--- src/rtl/fifo_stream_reader.sv ---
// fifo_stream_reader: drains a synchronous FIFO (one-cycle registered read
// latency, write-over-read priority) into a valid/ready stream through a
// 2-entry skid buffer. Counts completed stream handshakes.
module fifo_stream_reader #(
  parameter int Width    = 8,
  parameter int CntWidth = 16
) (
  input  logic                clk,
  input  logic                rst_n,
  input  logic                fifo_empty,
  input  logic                fifo_wr_busy,
  input  logic [Width-1:0]    fifo_data,
  output logic                fifo_r_en,
  input  logic                flush,
  output logic [Width-1:0]    m_data,
  output logic                m_valid,
  input  logic                m_ready,
  output logic [CntWidth-1:0] xfer_cnt
);

  // buf0 is always the head; buf1 only holds data when occ == 2
  logic [Width-1:0] buf0;
  logic [Width-1:0] buf1;
  logic [1:0]       occ;
  logic             pend;
  logic             pop;
  logic             push;
  logic [2:0]       load_next;

  // Handshake is suppressed during flush so nothing discarded is counted
  assign pop       = (occ != 2'd0) && m_ready && !flush;
  assign push      = pend && !flush;
  assign m_valid   = (occ != 2'd0);
  assign m_data    = buf0;

  // Words owned after this cycle (buffered + in flight - leaving); a new
  // read is only safe while this stays below the buffer depth
  assign load_next = {1'b0, occ} + {2'b00, pend} - {2'b00, pop};

  // The FIFO would silently drop a read issued alongside an accepted write
  assign fifo_r_en = rst_n && !flush && !fifo_empty && !fifo_wr_busy
                     && (load_next < 3'd2);

  // Skid buffer and read-pending tracking
  always_ff @(posedge clk or negedge rst_n) begin
    if (!rst_n) begin
      buf0 <= '0;
      buf1 <= '0;
      occ  <= 2'd0;
      pend <= 1'b0;
    end else if (flush) begin
      occ  <= 2'd0;
      pend <= 1'b0;
    end else begin
      pend <= fifo_r_en;
      case ({push, pop})
        2'b11: begin
          if (occ == 2'd2) begin
            buf0 <= buf1;
            buf1 <= fifo_data;
          end else begin
            buf0 <= fifo_data;
          end
        end
        2'b10: begin
          if (occ == 2'd0) buf0 <= fifo_data;
          else             buf1 <= fifo_data;
          occ <= occ + 2'd1;
        end
        2'b01: begin
          buf0 <= buf1;
          occ  <= occ - 2'd1;
        end
        default: ;
      endcase
    end
  end

  // Handshake counter; survives flush, wraps naturally
  always_ff @(posedge clk or negedge rst_n) begin
    if (!rst_n) xfer_cnt <= '0;
    else if (pop) xfer_cnt <= xfer_cnt + 1'b1;
  end

endmodule
--- config.mk ---
export PLATFORM = sky130hd
export DESIGN_NAME = fifo_stream_reader
export DESIGN_NICKNAME = d
export VERILOG_FILES = /design/src/rtl/fifo_stream_reader.sv
export SDC_FILE = /design/constraint.sdc
export NUM_CORES = 1
export LEC_CHECK = 0
export BUFFER_PORTS_ARGS = -buffer_cell sky130_fd_sc_hd__buf_4
export CAP_MARGIN = 20
export CORE_UTILIZATION = 40
export DETAILED_ROUTE_END_ITERATION = 6
export PLACE_DENSITY = 0.66
export SLEW_MARGIN = 5
export SYNTH_ARGS = -nofsm -noshare
export SYNTH_HDL_FRONTEND = slang
export SYNTH_SLANG_ARGS = --single-unit
--- constraint.sdc ---
create_clock -name clk -period 3.3 [get_ports clk]
set_input_delay 0.66 -clock clk [delete_from_list [all_inputs] [get_ports clk]]
set_output_delay 0.66 -clock clk [all_outputs]
set_load 0.02 [all_outputs]
==> qor.log <==
qor: critical_path.timing.critical_path.to_type output pin
qor: power.power.share.sequential 0.475
qor: global_routing.grt_use_total 0.169
qor: yosys.synth-main-ff-cell sky130_fd_sc_hd__dfrtp_1
qor: final_layout.synthToLayoutAreaGrowth 24.5%
qor: sta.final.hold.worst_slack 0.412 ns
qor: sta.final-setup-viol-count 0
qor: final_layout.fin_util 0.515
qor: floorplanning.floorplan.initialDensity 0.414
qor: final_layout.finalInstanceArea 2240 sq um
qor: place.placed_area 2140 sq um
qor: routing.drtIter0Drc 69
qor: place.place.gp.congestion 0.732
qor: power.share_clk_of_total_power 0.286
qor: clock_network.cts_buffers 5
qor: routing.dr_total_vias 1388
qor: status.status complete, no violations
qor: global_routing.grt_start_max_net_pins 36
qor: clock_network.cts.repair.resized 0
qor: sta.maxSlewHeadroom 0.511
qor: global_routing.aggregate_global_routing_overflow 0
qor: clock_network.cts-root-to-sink-buffers 2
qor: final_layout.ff_latch_area 876 sq um
qor: yosys.synth_common_cells sky130_fd_sc_hd__dfrtp_1 (35), sky130_fd_sc_hd__nand2_1 (23), sky130_fd_sc_hd__xnor2_1 (15), sky130_fd_sc_hd__mux2_2 (9)
qor: clock_network.cts_tree done
qor: clock_network.tritoncts_num_sinks 35
qor: global_routing.wire_length_of_the_first_global_routing_pass 6360 microns
qor: routing.antenna_left 0
qor: yosys.synthCells 166
qor: power.report.power.total 0.00121 W
qor: clock_network.clockRootBuffer sky130_fd_sc_hd__clkbuf_8
qor: sta.hold_viol_final 0
qor: floorplanning.rows 24
qor: global_routing.first_global_vias 1336
qor: routing.wire_per_inst 13.9 microns
qor: critical_path.crit_arrival 2.40 ns
qor: sta.timing.clock.skew 0.00245 ns
qor: final_layout.finalNetCount 228
qor: routing.viasPerCell 5.34
qor: clock_network.post-cts-setup-buffer-count 0
qor: clock_network.cts_hold_repair.buffers 0
qor: yosys.syn-mean-instance-area 10.9 sq um
qor: power.comb_power_share 0.239
qor: place.place.port_buffers 39
qor: floorplanning.io-pin-count 40
qor: floorplanning.placeableCoreArea 4350 sq um
qor: place.detailed_place_hpwl 2570 microns
qor: clock_network.cts.clk_slew.worst_paths 0.07 ns
qor: yosys.syn-num-nets 187
qor: sta.fmax 327 MHz
qor: floorplanning.floorplan.die_area 4780 sq um
qor: critical_path.crit-reg2reg-launch occ[1]$_DFFE_PN0P_
qor: critical_path.required 2.64 ns
qor: critical_path.setup.reg_to_reg.worst_slack 0.83 ns
qor: final_layout.multi_input_area 868 sq um
qor: floorplanning.die_ht 69.1 microns
qor: critical_path.worst_r2r_path_depth 8
qor: yosys.yosysMostFrequentCell sky130_fd_sc_hd__dfrtp_1
qor: power.power.ir.vdd_worst 210 uV
qor: final_layout.diodes 0
qor: yosys.sequential_to_total_area_share_from_yosys_stat 0.486
qor: sta.slew_violations 0
qor: yosys.synth_warnings 0
qor: power.power.switching_fraction 0.299
qor: sta.grt_setup_unrepaired false
qor: routing.route.final.wire_length 3610 microns
qor: final_layout.drive_gt1_frac 0.308
qor: final_layout.fillers 404
qor: power.p_int 0.000849 W
qor: routing.drt_first_pass_iters 4
qor: yosys.synthDominantCellAreaShare 0.486
qor: critical_path.critPathLaunchType input pin
qor: yosys.synth_seq_cells 35
qor: worst_hold_path.worst_hold_class input pin to async pin
qor: power.p_per_area 540 nW/um^2
qor: sta.setup-tns-final 0 ns
qor: run.drv.max_cap_violation_count 0
qor: global_routing.number_of_antenna_violations_at_the_first_check_in_global_routing 0
qor: yosys.synth_async_sr_flop_share 1.00
qor: critical_path.setup.worst_path.class input pin to output pin
qor: floorplanning.floorplan.die.width 69.1 microns
qor: power.power_leakage 1.10 nW
qor: sta.tightest_slew 0.732 ns
qor: sta.final.min_clock_period 3.06 ns
qor: critical_path.worstReg2RegEnd buf1[5]$_DFFE_PN0P_
qor: clock_network.htree_levels 2
qor: routing.drc 0
qor: yosys.area_contributors_post_synth sky130_fd_sc_hd__dfrtp_1 (49%), sky130_fd_sc_hd__xnor2_1 (7.3%), sky130_fd_sc_hd__mux2_2 (5.6%)
qor: sta.portion_of_the_clock_cycle_consumed_by_the_worst_path_in_the_final_layout 0.928
qor: yosys.netlist-cell-type-count 32
qor: yosys.synth_area 1800 sq um
qor: critical_path.crit_path_max_fanout 6
qor: clock_network.worstSkewPairLatency 0.29 ns
qor: yosys.synth_largest_area_cell sky130_fd_sc_hd__dfrtp_1
qor: power.power_switching 0.000363 W
qor: yosys.count_of_flip_flops_with_a_built_in_enable_after_synthesis 0
-- cell usage in the layout, fill, tap and decap left out, types with 2 or more instances in the layout --
master and n:
sky130_fd_sc_hd__buf_4 41, sky130_fd_sc_hd__a21oi_1 3, sky130_fd_sc_hd__clkbuf_8 7, sky130_fd_sc_hd__mux2_2 9, sky130_fd_sc_hd__a221oi_1 7, sky130_fd_sc_hd__xor2_1 3, sky130_fd_sc_hd__nand3_1 7, sky130_fd_sc_hd__a21o_1 7
sky130_fd_sc_hd__inv_1 5, sky130_fd_sc_hd__xnor2_1 15, sky130_fd_sc_hd__nand2b_1 4, sky130_fd_sc_hd__nor2_1 5, sky130_fd_sc_hd__nand2_1 23, sky130_fd_sc_hd__nor3_2 2, sky130_fd_sc_hd__ha_1 6, sky130_fd_sc_hd__o21ai_0 3
sky130_fd_sc_hd__dfrtp_1 35, sky130_fd_sc_hd__a311oi_1 6, sky130_fd_sc_hd__and3_1 5, sky130_fd_sc_hd__nand4_1 3
-- per-layer routing --
| layer | vias up | track usage | part of all wire |
|---|---|---|---|
| met5 | - | 0 | 0 |
| met4 | 0 | 0.0567 | 0.021 |
| met3 | 8 | 0.0512 | 0.054 |
| met2 | 41 | 0.252 | 0.47 |
| met1 | 666 | 0.233 | 0.46 |
| li1 | 673 | - | - |
-- power groups by stage --
stage	registers, W	clock network, W	logic, W
2_1_floorplan	0.000640	0	0.000100
3_3_place_gp	0.000583	0	0.000288
3_5_place_dp	0.000585	0	0.000293
4_1_cts	0.000577	0.000356	0.000292
5_1_grt	0.000592	0.000381	0.000312
6_report	0.000576	0.000346	0.000290
-- logic make-up (layout without fill, tap and decap cells) --
kind of cell,count (synthesis),in the layout,share of synthesized area
XOR/XNOR,18,18,0.0875
multiplexers,10,10,0.0618
AO/OA/AOI/OAI,29,29,0.127
flip-flops,35,35,0.486
AND/OR/NAND/NOR,54,54,0.153
adder cells (fa/ha/maj),7,7,0.0528
buffers and inverters,13,55,0.0319
-- registers in the layout (all words and copies together) (netlist names) --
name,count
xfer_cnt,16
buf1,8
m_data,8
occ,2
pend,1
-- worst max-delay path by stage --
stage	start	endpoint	slack (ns)
global route	flush	fifo_r_en	0.09
finish	flush	fifo_r_en	0.24
detailed placement	flush	fifo_r_en	0.22
global placement	flush	fifo_r_en	0.29
floorplan	flush	fifo_r_en	0.24
CTS	flush	fifo_r_en	0.22
-- layout make-up --
type | instances | share of cell area
Clock buffer | 7 | 0.0429
Clock inverter | 1 | 0.00335
Inverter | 6 | 0.0100
Multi-Input combinational cell | 118 | 0.387
Sequential cell | 35 | 0.390
Tap cell | 52 | 0.0290
Timing Repair Buffer | 41 | 0.137
-- worst max-delay path: stages --
cell,delay (ns)
sky130_fd_sc_hd__buf_4,0.13
sky130_fd_sc_hd__nand2b_1,0.19
sky130_fd_sc_hd__nor2_1,0.16
sky130_fd_sc_hd__ha_1,0.25
sky130_fd_sc_hd__nand2b_1,0.15
sky130_fd_sc_hd__fa_1,0.38
sky130_fd_sc_hd__xnor2_1,0.18
sky130_fd_sc_hd__and3_1,0.17
sky130_fd_sc_hd__buf_4,0.13
-- per-stage QoR --
step	setup slack (ns)	std cells
4_1_cts	0.220	260
3_5_place_dp	0.221	252
3_3_place_gp	0.292	252
6_report	0.238	260
2_1_floorplan	0.240	166
5_1_grt	0.0884	260
No activity file was read; power rests on OpenSTA's default activity.
